[src/rtl/riscv_pkg.sv]
// ---------------------------------------------------------------------------
// riscv_pkg
// Shared RV32I constants for the memory stage and the load extension logic:
//   - OPC_LOAD / OPC_STORE major opcodes
//   - F3_* funct3 width selectors for loads and stores
//   - mem_state_e: data-memory handshake states
//   - is_misaligned(): natural-alignment check for a funct3/address pair
// ---------------------------------------------------------------------------
package riscv_pkg;

    localparam logic [6:0] OPC_LOAD  = 7'b0000011;
    localparam logic [6:0] OPC_STORE = 7'b0100011;

    localparam logic [2:0] F3_B  = 3'b000;
    localparam logic [2:0] F3_H  = 3'b001;
    localparam logic [2:0] F3_W  = 3'b010;
    localparam logic [2:0] F3_BU = 3'b100;
    localparam logic [2:0] F3_HU = 3'b101;

    typedef enum logic [1:0] {
        IDLE       = 2'd0,
        WAIT_GNT   = 2'd1,
        WAIT_RDATA = 2'd2
    } mem_state_e;

    // Halfwords must sit on an even address, words on a multiple of four.
    // Bytes can never be misaligned.
    function automatic logic is_misaligned(input logic [2:0] funct3,
                                           input logic [1:0] addr_lo);
        logic mis;
        case (funct3)
            F3_H, F3_HU: mis = addr_lo[0];
            F3_W:        mis = (addr_lo != 2'b00);
            default:     mis = 1'b0;
        endcase
        is_misaligned = mis;
    endfunction

endpackage

[src/rtl/load_extend.sv]
// ---------------------------------------------------------------------------
// load_extend
// Combinational load-data formatter: selects the addressed byte/halfword lane
// from a 32-bit memory word and sign- or zero-extends it according to funct3.
// Ports:
//   i_rdata    [31:0] raw word returned by memory
//   i_addr_lo  [1:0]  byte offset of the access inside the word
//   i_funct3   [2:0]  load width / signedness
//   o_result   [31:0] extended writeback value
// ---------------------------------------------------------------------------
module load_extend
    import riscv_pkg::*;
(
    input  logic [31:0] i_rdata,
    input  logic [1:0]  i_addr_lo,
    input  logic [2:0]  i_funct3,
    output logic [31:0] o_result
);

    logic [7:0]  w_byte;
    logic [15:0] w_half;

    always_comb begin
        w_byte   = i_rdata[{i_addr_lo, 3'b000} +: 8];
        w_half   = i_addr_lo[1] ? i_rdata[31:16] : i_rdata[15:0];
        o_result = i_rdata;
        case (i_funct3)
            F3_B:    o_result = {{24{w_byte[7]}}, w_byte};
            F3_BU:   o_result = {24'd0, w_byte};
            F3_H:    o_result = {{16{w_half[15]}}, w_half};
            F3_HU:   o_result = {16'd0, w_half};
            default: o_result = i_rdata;
        endcase
    end

endmodule

[src/rtl/mem_stage.sv]
// ---------------------------------------------------------------------------
// mem_stage
// RV32I memory pipeline stage. Issues loads/stores on a req/gnt/rvalid data
// bus, stalls upstream while an access is outstanding and registers the
// writeback result for the next stage.
// Ports:
//   clk, rst                 clock, synchronous active-high reset
//   valid_i, instr_i         live instruction from execute
//   alu_result_i, rs2_i      effective address / result, store data
//   stall_o                  combinational hold request to upstream
//   valid_o, instr_o         registered writeback instruction
//   wb_data_o, misalign_o    registered result (trap address when misaligned)
//   dmem_*_o                 data-memory request fields
//   dmem_gnt_i, dmem_rvalid_i, dmem_rdata_i  data-memory responses
// ---------------------------------------------------------------------------
module mem_stage
    import riscv_pkg::*;
#(
    parameter int ADDR_W = 32
) (
    input  logic              clk,
    input  logic              rst,
    input  logic              valid_i,
    input  logic [31:0]       instr_i,
    input  logic [31:0]       alu_result_i,
    input  logic [31:0]       rs2_i,
    output logic              stall_o,
    output logic              valid_o,
    output logic [31:0]       instr_o,
    output logic [31:0]       wb_data_o,
    output logic              misalign_o,
    output logic              dmem_req_o,
    output logic              dmem_we_o,
    output logic [ADDR_W-1:0] dmem_addr_o,
    output logic [3:0]        dmem_be_o,
    output logic [31:0]       dmem_wdata_o,
    input  logic              dmem_gnt_i,
    input  logic              dmem_rvalid_i,
    input  logic [31:0]       dmem_rdata_i
);

    mem_state_e  r_state;
    logic        r_valid;
    logic [31:0] r_instr;
    logic [31:0] r_wb_data;
    logic        r_misalign;

    logic [6:0]  w_opcode;
    logic [2:0]  w_funct3;
    logic [1:0]  w_addr_lo;
    logic        w_is_load;
    logic        w_is_store;
    logic        w_misalign;
    logic        w_access;
    logic        w_req;
    logic        w_stall;
    logic [31:0] w_load_data;

    assign w_opcode  = instr_i[6:0];
    assign w_funct3  = instr_i[14:12];
    assign w_addr_lo = alu_result_i[1:0];

    // Unsupported funct3 values under a load/store opcode fall through to
    // the plain pass-through path.
    assign w_is_load  = valid_i && (w_opcode == OPC_LOAD) &&
                        (w_funct3 == F3_B  || w_funct3 == F3_H || w_funct3 == F3_W ||
                         w_funct3 == F3_BU || w_funct3 == F3_HU);
    assign w_is_store = valid_i && (w_opcode == OPC_STORE) &&
                        (w_funct3 == F3_B || w_funct3 == F3_H || w_funct3 == F3_W);
    assign w_misalign = (w_is_load || w_is_store) && is_misaligned(w_funct3, w_addr_lo);
    assign w_access   = (w_is_load || w_is_store) && !w_misalign;

    // Request fields come straight from the (stall-held) inputs, so the
    // request stays identical across WAIT_GNT cycles without extra registers.
    assign dmem_we_o   = w_is_store;
    assign dmem_addr_o = {alu_result_i[ADDR_W-1:2], 2'b00};

    // funct3[1:0] encodes the access size for both signed and unsigned loads.
    always_comb begin
        dmem_be_o    = 4'b1111;
        dmem_wdata_o = rs2_i;
        case (w_funct3[1:0])
            2'b00: begin
                dmem_be_o    = 4'b0001 << w_addr_lo;
                dmem_wdata_o = {4{rs2_i[7:0]}};
            end
            2'b01: begin
                dmem_be_o    = w_addr_lo[1] ? 4'b1100 : 4'b0011;
                dmem_wdata_o = {2{rs2_i[15:0]}};
            end
            default: begin
                dmem_be_o    = 4'b1111;
                dmem_wdata_o = rs2_i;
            end
        endcase
    end

    always_comb begin
        w_req   = 1'b0;
        w_stall = 1'b0;
        case (r_state)
            IDLE, WAIT_GNT: begin
                w_req   = w_access;
                // A granted store retires this cycle; everything else waits.
                w_stall = w_access && !(w_is_store && dmem_gnt_i);
            end
            WAIT_RDATA: begin
                w_req   = 1'b0;
                w_stall = !dmem_rvalid_i;
            end
            default: begin
                w_req   = 1'b0;
                w_stall = 1'b0;
            end
        endcase
    end

    assign dmem_req_o = w_req;
    assign stall_o    = w_stall;

    load_extend u_load_extend (
        .i_rdata   (dmem_rdata_i),
        .i_addr_lo (w_addr_lo),
        .i_funct3  (w_funct3),
        .o_result  (w_load_data)
    );

    always_ff @(posedge clk) begin
        if (rst) begin
            r_state    <= IDLE;
            r_valid    <= 1'b0;
            r_instr    <= 32'd0;
            r_wb_data  <= 32'd0;
            r_misalign <= 1'b0;
        end else begin
            case (r_state)
                IDLE, WAIT_GNT: begin
                    if (w_req) begin
                        if (dmem_gnt_i && w_is_store) begin
                            r_state    <= IDLE;
                            r_valid    <= 1'b1;
                            r_instr    <= instr_i;
                            r_wb_data  <= 32'd0;
                            r_misalign <= 1'b0;
                        end else if (dmem_gnt_i) begin
                            r_state <= WAIT_RDATA;
                            r_valid <= 1'b0;
                        end else begin
                            r_state <= WAIT_GNT;
                            r_valid <= 1'b0;
                        end
                    end else begin
                        // Pass-through and misaligned traps both retire in
                        // one cycle; a trap reports the faulting address.
                        r_state    <= IDLE;
                        r_valid    <= valid_i;
                        if (valid_i) begin
                            r_instr    <= instr_i;
                            r_wb_data  <= alu_result_i;
                            r_misalign <= w_misalign;
                        end
                    end
                end
                WAIT_RDATA: begin
                    if (dmem_rvalid_i) begin
                        r_state    <= IDLE;
                        r_valid    <= 1'b1;
                        r_instr    <= instr_i;
                        r_wb_data  <= w_load_data;
                        r_misalign <= 1'b0;
                    end else begin
                        r_valid <= 1'b0;
                    end
                end
                default: begin
                    r_state <= IDLE;
                    r_valid <= 1'b0;
                end
            endcase
        end
    end

    assign valid_o    = r_valid;
    assign instr_o    = r_instr;
    assign wb_data_o  = r_wb_data;
    assign misalign_o = r_misalign;

endmodule

[config.mk]
export PLATFORM = sky130hd
export DESIGN_NAME = mem_stage
export DESIGN_NICKNAME = d
export VERILOG_FILES = /design/src/rtl/riscv_pkg.sv /design/src/rtl/load_extend.sv /design/src/rtl/mem_stage.sv
export SDC_FILE = /design/constraint.sdc
export NUM_CORES = 1
export LEC_CHECK = 0
export ABC_AREA = 0
export BUFFER_PORTS_ARGS = -buffer_cell sky130_fd_sc_hd__buf_2
export CORE_AREA = 2 2 104 106
export CTS_BUF_LIST = sky130_fd_sc_hd__clkbuf_16
export CTS_CLUSTER_SIZE = 40
export DETAILED_ROUTE_END_ITERATION = 7
export DIE_AREA = 0 0 106 108
export PLACE_DENSITY = 0.8
export RECOVER_POWER = 100
export SETUP_SLACK_MARGIN = 0.4
export SYNTH_ARGS = -nofsm -noshare
export SYNTH_HDL_FRONTEND = slang
export SYNTH_SLANG_ARGS = --single-unit
[constraint.sdc]
create_clock -name clk -period 2.85 [get_ports clk]
set_input_delay 0.285 -clock clk [delete_from_list [all_inputs] [get_ports clk]]
set_output_delay 0.285 -clock clk [all_outputs]
set_load 0.02 [all_outputs]
Word level (Yosys, flattened, before mapping)
Index checks and enable logic that the tools add are counted.

operators by class
  multiplexer cells = 32
  divide/modulo/power cells = 0
  bitwise operators = 0
  shifts and indexed selects = 2
  $mul = 0
  add/sub/neg operators = 0
  $lt $le $gt $ge = 0
  reductions and logical operators = 24
  eq/ne operators = 12

operators by type and width
  cell                                                                    number
  32-bit 2-to-1 mux                                                       8
  32-bit one-hot mux with 2 select lines                                  3
  32-bit one-hot mux with 4 select lines                                  1
  32-bit by 6-bit variable part select with 8-bit output                  1
  16-bit 2-to-1 mux                                                       1
  1-bit logical AND                                                       8
  1-bit 2-to-1 mux                                                        8
  2-bit 2-to-1 mux                                                        4
  1-bit one-hot mux with 2 select lines                                   4
  4-bit one-hot mux with 2 select lines                                   1
  7-bit by 2-bit equality test with 1-bit output (second input constant)  1
  7-bit by 6-bit equality test with 1-bit output (second input constant)  1
  3-bit equality test (second input constant)                             2
  3-bit != test (second input constant)                                   2
  1-bit logical OR                                                        5
  2-bit by 1-bit equality test with 1-bit output (second input constant)  2
  2-bit zero test                                                         2
  4-bit 2-to-1 mux                                                        1
  2-bit one-hot mux with 2 select lines                                   1
  4-bit AND reduction                                                     1
  2-bit nonzero test                                                      2
  2-bit OR reduction                                                      2
  1-bit by 2-bit left shift with 4-bit output (first input constant)      1
  3-bit by 1-bit equality test with 1-bit output (second input constant)  1
  5 further kinds                                                         7

word-level totals
  register bits = 68
  latch bits = 0
  memory bits (read-only) = 0
  memories kept = 0
  input bits = 133
  memory bits (writable) = 0

Depth between registers and ports, before layout
Gate-level depths: netlist of the first run.

  depth after elaboration = 13
  depth in mapped cells = 8
  gate-level depth less buffers = 5

Hierarchy
From an unflattened synthesis of the first run, not the netlist that was laid out.

unflattened totals
  cells, all modules = 512
  area total of the unflattened synthesis = 4491.8 µm²

by module, submodules not included
  module       cells an instance  sequential area each (µm²)  area an instance (µm²)  instances
  mem_stage    416                1361.3                      3646.0                  1
  load_extend  96                 0.0                         845.8                   1

Least setup slack after synthesis of the first run
No wires, ideal clock.

  path type = input -> output
  from = in instr_i[12]
  to = out dmem_wdata_o[24]
  slack = 0.791 ns
  stages = 5
  arrival = 1.774 ns
  data required time = 2.565 ns
  buffers on the path = 3
  cell sequence = buf_2 clkbuf_1 clkbuf_1 mux2i_1 o21ai_0

between the ends
  longest elaborated chain between the ends = 2
  elaborated cells on any way between the ends = 3

RTL lines
  item                                                                                      line             RTL
  from (decl)                                                                               mem_stage.sv:24  input logic [31:0] instr_i,
  2-bit by 1-bit equality test with 1-bit output / 2-bit zero test (equally long branches)  mem_stage.sv:82  case (w_funct3[1:0])
  32-bit one-hot mux with 2 select lines (*)                                                mem_stage.sv:82
  to (decl)                                                                                 mem_stage.sv:36  output logic [31:0] dmem_wdata_o,

Every way passes the cells marked *; elsewhere a longest branch is shown, timed or not.

Final worst setup path of the first run
  from = in instr_i[12]
  to = out dmem_wdata_o[9]

Same word-level chain as after synthesis.

==> summary.md, run 1 <==
| Metric | Value |
|---|---|
| Largest net degree at the start of global routing | `51` |
| DP HPWL | `approximately 11,000 µm` |
| Fmax | `around 0.41 GHz` |
| # fillers | `around 1,100` |
| Sequential element share of the synthesized area | `between 30% and 40%` |
| Final ANT Viol Nets | `0` |
| Initial DRT Pass Iterations | `5` |
| TritonCTS clock tree | `done` |
| Worst Path Arrival | `roughly 2.2 ns` |
| Hold crit path type | `input pin to flip-flop` |
| Non-filler cells, final | `slightly below 900` |
| Total die area | `approximately 0.011 mm²` |
| CTS sink cnt | `slightly below 70` |
| Commonest cells after routing, fill and taps aside | `138 x buf_2, 132 x clkbuf_1, 90 x nand2_1, 76 x a21oi_1, 68 x dfxtp_1` |
| Fin. Hold Viols | `0` |
| Crit start category | `input pin` |
| CTS max path bufs | `2` |
| Vias/cell | `5.16` |
| Skew-Pair Late Insertion Delay | `around 0.33 ns` |
| Required @ worst endpoint | `~2.6 ns` |
| Core area | `around 0.010 mm²` |
| Post-route minimum period | `approximately 2.5 ns` |
| Initial antenna violation count | `0` |
| Synth Warn # | `0` |
| Maximum VDD drop | `228 µV` |
| Vias in the first global route | `between 4,000 and 5,000` |
| Distinct cells, synth | `47` |
| # Post-CTS Setup Buffers | `0` |
| Via count | `4,600` |
| Setup TNS | `0 ns` |
| Most common cell after layout, fill and taps aside | `buf_2` |
| Slew Viols, Final | `0` |
| EDFF count, synth | `0` |
| Share of synthesized flip-flops with an asynchronous set or reset | `0%` |
| Synth-to-layout area growth | `29.2%` |
| Die Wd | `106 µm` |
| Number of diodes | `0` |
| Cell count after synthesis | `between 500 and 600` |
| Row Count | `37` |
| Initial core utilization | `40.2%` |
| Status | `finished clean` |
| Critical path type | `input pin to output pin` |
| Unrepaired setup endpoints after global routing | `false` |
| GPL Wtd Cong | `roughly 0.91` |
| # setup viols final | `0` |
| Main flop type after synthesis | `dfxtp_1` |
| I/O Buffers | `~270` |
| Leakage | `about 2.3 nW` |
| Final nets | `between 800 and 900` |
| Gr usage total | `roughly 23%` |
| FF+latch count, synth | `68` |
| Cts-stage hold buffer count | `0` |
| Routed wire length | `approximately 14,000 µm` |
| Total gr overflow | `0` |
| Wire length per cell | `~16 µm` |
| Worst-Margin Slew | `~1.0 ns` |
| Post-route clock period utilization | `~86%` |
| CP Capture Type | `output pin` |
| Cell Area, Synth | `approximately 0.0041 mm²` |
| Pwr/cell area | `around 520 mW/mm²` |
| Relative slew slack | `a little under a third` |
| Max-cap violation count | `0` |
| CTS root buffer | `clkbuf_16` |
| Worst Path Max Fanout | `18` |
| I/O Pins | `270` |
| Residual DRC | `0` |
| CTS clk-pin slew, worst paths | `0.05 ns` |
| H-tree levels | `3` |
| Layout Skew | `around 0.0065 ns` |
| 1st-iter DRT viols | `~350` |
| Syn Area/Cell | `~7.6 µm²` |
| CTS Buf Count | `9` |
| Cell count after placement | `877` |
| DIE HEIGHT | `approximately 110 µm` |
| First-pass GRT wire length | `between 20,000 and 25,000 µm` |
| Share of cells above drive strength 1 | `24.9%` |
==> through the flow <==
stage                     hold WS [ns]  power, mW  instance area (µm²)  setup WS [ns]  utilization (%)
final                            0.156       2.77                 5320          0.394             52.0
after global routing             0.152       2.89                 5320          0.298             52.0
after CTS                        0.145       2.83                 5560          0.581             54.3
after detailed placement         0.443       1.73                 5270          0.251             51.5
after global placement           0.439       1.73                 5270          0.278             51.5
after floorplan                  0.362       1.49                 4120          0.791                -
==> critical path: stages <==
cell and delay, ns:
buf_2 0.32, clkbuf_1 0.57, nor2_1 0.18, clkbuf_1 0.28
mux2_2 0.30, clkbuf_1 0.23
==> final timing paths <==
| check | startpoint | endpoint | slack, ns | cells after the start |
|---|---|---|---|---|
| max | instr_i[12] | dmem_wdata_o[9] | 0.39 | 6 |
| min | dmem_gnt_i | r_state[0] | 0.16 | 2 |
| max reg2reg | r_state[1] | misalign_o | 0.74 | 6 |
| min reg2reg | instr_o[22] | instr_o[22] | 0.45 | 2 |
==> what timing repair did <==
action                                  4_1_cts  5_1_grt
gates resized for setup                       0        1
endpoints found under the hold margin         0        0
endpoints found under the setup margin        0        2
==> registers in the layout, summed over array words and instances (netlist names) <==
signal and cells:
r_state 2, valid_o 1, misalign_o 1, instr_o 32, wb_data_o 32
==> synth_stat cells, drive strengths merged, types with 3 or more instances <==
| library cell | number | area (µm²) |
|---|---|---|
| nand2 | 90 | 338 |
| clkbuf | 29 | 109 |
| a221oi | 7 | 61.3 |
| o32ai | 16 | 208 |
| mux2 | 16 | 180 |
| nor3b | 7 | 52.6 |
| mux2i | 10 | 100 |
| o21ai | 25 | 125 |
| dfxtp | 68 | 1360 |
| nor2b | 4 | 25.0 |
| a221o | 7 | 70.1 |
| nor2 | 47 | 179 |
| nor3 | 10 | 50.1 |
| nand2b | 12 | 75.1 |
| buf | 55 | 383 |
| inv | 25 | 93.8 |
| nand3b | 3 | 22.5 |
| a21oi | 77 | 385 |
| a211oi | 9 | 67.6 |
==> final cells by class <==
cell class,instances,area (µm²),share of cell area [%]
multi-input cells,367,2130,40.1
flip-flops and latches,68,1360,25.6
repair buffers,281,1270,23.8
clock buffers,9,225,4.24
well taps,136,170,3.20
inverters,25,93.8,1.76
clock inverters,6,66.3,1.25
==> cell families after synthesis <==
family	share of synthesized area (%)
AND/OR/NAND/NOR	19.7
AO/OA/AOI/OAI	25.4
buffers and inverters	14.2
flip-flops	33.1
multiplexers	7.45
other	0.0911
==> layer usage <==
layer | vias up | wire [µm] | global-route usage, %
li1 | 2254 | - | -
met1 | 2059 | 5480 | 27.2
met2 | 257 | 6840 | 40.0
met3 | 30 | 1170 | 4.16
met4 | 0 | 361 | 10.1
met5 | - | 0 | 0
==> where the power goes <==
| part | switching, mW | internal (mW) | leakage, nW |
|---|---|---|---|
| registers | 0.0281 | 1.01 | 0.562 |
| logic | 0.414 | 0.225 | 1.57 |
| clock network | 0.424 | 0.672 | 0.134 |
No activity file was read; power rests on OpenSTA's default activity.
==> run 2: changes to the inputs <==
--- a/config.mk
+++ b/config.mk
@@ -12,7 +12,7 @@
 export CTS_CLUSTER_SIZE = 40
 export DETAILED_ROUTE_END_ITERATION = 7
 export DIE_AREA = 0 0 106 108
-export PLACE_DENSITY = 0.8
+export PLACE_DENSITY = 0.77
 export RECOVER_POWER = 100
 export SETUP_SLACK_MARGIN = 0.4
 export SYNTH_ARGS = -nofsm -noshare
==> summary.md, run 2 (synthesis gave the netlist of run 1 again) <==
| Metric | Value |
|---|---|
| Max-cap violation count | `0 (unchanged)` |
| Gr usage total | `23.2% (+0.46 points)` |
| Commonest cells after routing, fill and taps aside | `135 x buf_2, 134 x clkbuf_1, 90 x nand2_1, 77 x a21oi_1, 68 x dfxtp_1` |
| Worst path bufs/invs | `4 (unchanged)` |
| Hold Slack | `0.164 ns (+0.00778 ns)` |
| Fin. Hold Viols | `0 (unchanged)` |
| Number of diodes | `0 (unchanged)` |
| TritonCTS clock tree | `done` |
| Total die area | `0.0114 mm² (unchanged)` |
| Required @ worst endpoint | `2.57 ns (about the same)` |
| Critical path type | `input pin to output pin` |
| Final ANT Viol Nets | `0 (unchanged)` |
| Initial DRT Pass Iterations | `5 (unchanged)` |
| Post-route minimum period | `2.30 ns (-0.154 ns)` |
| Die Wd | `106 µm (unchanged)` |
| Row Count | `37 (unchanged)` |
| DP HPWL | `10,700 µm (+1.9%)` |
| CP Capture Type | `output pin` |
| Status | `finished clean` |
| DIE HEIGHT | `108 µm (unchanged)` |
| Maximum VDD drop | `248 µV (+9.1%)` |
| 1st-iter DRT viols | `368 (+6.1%)` |
| CP top delay family | `buffers and inverters` |
| Final Cell Area | `0.00531 mm² (about the same)` |
| I/O Pins | `270 (unchanged)` |
| Residual DRC | `0 (unchanged)` |
| Max stage delay on crit path | `0.49 ns (-0.08 ns)` |
| Worst-Margin Slew | `1.11 ns (+0.0804 ns)` |
| Final worst slack | `0.548 ns (+0.154 ns)` |
| Routed wire length | `13,900 µm (+0.59%)` |
| GRT met3 Usage | `3.56% (-0.60 points)` |
| Crit path launch | `instr_i[13]` |
| Most common cell after layout, fill and taps aside | `buf_2` |
| # Post-CTS Setup Buffers | `0 (unchanged)` |
| Share of cells above drive strength 1 | `24.4% (-0.49 points)` |
| I/O Buffers | `267 (unchanged)` |
| Slew Viols, Final | `0 (unchanged)` |
| GPL Wtd Cong | `0.882 (-2.9%)` |
| Via count | `4,566 (-0.74%)` |
| Initial core utilization | `40.2% (unchanged)` |
| Busiest layer in global routing | `met2` |
| Initial antenna violation count | `1 (+1)` |
| H-tree levels | `3 (unchanged)` |
| Worst Path Max Fanout | `46 (+28)` |
| Post-route clock period utilization | `80.8% (-5.4 points)` |
| CP Cell Sequence | `buf_2 > clkbuf_2 > nor2_1 > buf_4 > mux2_2 > clkbuf_1` |
| Skew-Pair Late Insertion Delay | `0.32 ns (about the same)` |
| Area after DPL | `0.00527 mm² (about the same)` |
| Final nets | `887 (+0.23%)` |
| Unrepaired setup endpoints after global routing | `false` |
| Largest net degree at the start of global routing | `54 (+5.9%)` |
| Leakage | `2.27 nW (+0.27%)` |
| Setup WS pre-CTS | `0.414 ns (+0.163 ns)` |
| CTS sink cnt | `68 (unchanged)` |
| Fmax | `0.434 GHz (+6.7%)` |
| First-pass GRT wire length | `21,200 µm (+3.0%)` |
| Relative slew slack | `25.7% (-5.4 points)` |
| Vias in the first global route | `4,116 (-2.1%)` |
| # resized after CTS | `0 (unchanged)` |
| CTS root buffer | `clkbuf_16` |
| CTS clk-pin slew, worst paths | `0.06 ns (about the same)` |
| Setup TNS | `0 ns (unchanged)` |
| # setup viols final | `0 (unchanged)` |
| Core area | `0.0102 mm² (unchanged)` |
| Min-Delay Startpoint | `dmem_gnt_i` |
| Synth-to-layout area growth | `29.1% (about the same)` |
| Total gr overflow | `0 (unchanged)` |
| # fillers | `1,121 (-0.089%)` |
| CTS max path bufs | `2 (unchanged)` |
| Routing usage on met1 | `29.9% (+2.7 points)` |
| Vias/cell | `5.10 (-1.1%)` |
| CTS Buf Count | `9 (unchanged)` |
| Wire length per cell | `15.6 µm (+0.25%)` |
| Pwr/cell area | `521 mW/mm² (about the same)` |
| Worst Path Arrival | `2.02 ns (-0.15 ns)` |
| Crit start category | `input pin` |
| Cts-stage hold buffer count | `0 (unchanged)` |
| Slowest cell on crit path | `clkbuf_2` |
| Reg-to-Reg Start | `r_state[1]` |
| Layout Skew | `0.00531 ns (-0.00123 ns)` |
| Routing usage on met2 | `39.7% (-0.23 points)` |
| Hold crit path type | `input pin to flip-flop` |
## run 2: final timing paths
path / end / slack (ns) / depth (start not counted)
setup / recovery: dmem_wdata_o[12] / 0.55 / 6
hold / removal: r_state[0] / 0.16 / 2
setup reg to reg: instr_o[30] / 0.59 / 7
hold reg to reg: instr_o[23] / 0.45 / 2
## run 2: metrics by stage
| stage | cells | power, mW | utilization (%) |
|---|---|---|---|
| 2_1_floorplan | 544 | 1.49 | - |
| 3_3_place_gp | 879 | 1.72 | 51.5 |
| 3_5_place_dp | 879 | 1.73 | 51.5 |
| 4_1_cts | 895 | 2.82 | 54.4 |
| 5_1_grt | 895 | 2.89 | 51.9 |
| 6_report | 895 | 2.77 | 51.9 |
## run 2: layout make-up
class	count	area [µm²]	area share [%]
timing repair buffer	283	1270	24.0
inverter	25	93.8	1.77
tap	136	170	3.20
sequential	68	1360	25.6
clock buffer	9	225	4.24
clock inverter	7	67.6	1.27
multi-input combinational	367	2120	39.9
## run 2: routing by layer
| metal | routed length (µm) | vias up |
|---|---|---|
| li1 | - | 2260 |
| met1 | 5860 | 2050 |
| met2 | 6770 | 231 |
| met3 | 1020 | 25 |
| met4 | 289 | 0 |
| met5 | 0 | - |
## run 2: worst register-to-register path, cell delays in order (launching register included)
cell and delay, ns:
dfxtp_1 0.32, nor2b_1 0.14, buf_4 0.19, a22oi_1 0.31, a31o_1 0.57, buf_4 0.37
nand2_1 0.09, a21oi_1 0.18
## run 2: where the power goes
| group | leakage (nW) | switching [mW] | total (mW) | internal (mW) |
|---|---|---|---|---|
| logic | 1.57 | 0.411 | 0.634 | 0.223 |
| registers | 0.562 | 0.0281 | 1.04 | 1.01 |
| clock network | 0.139 | 0.424 | 1.10 | 0.672 |
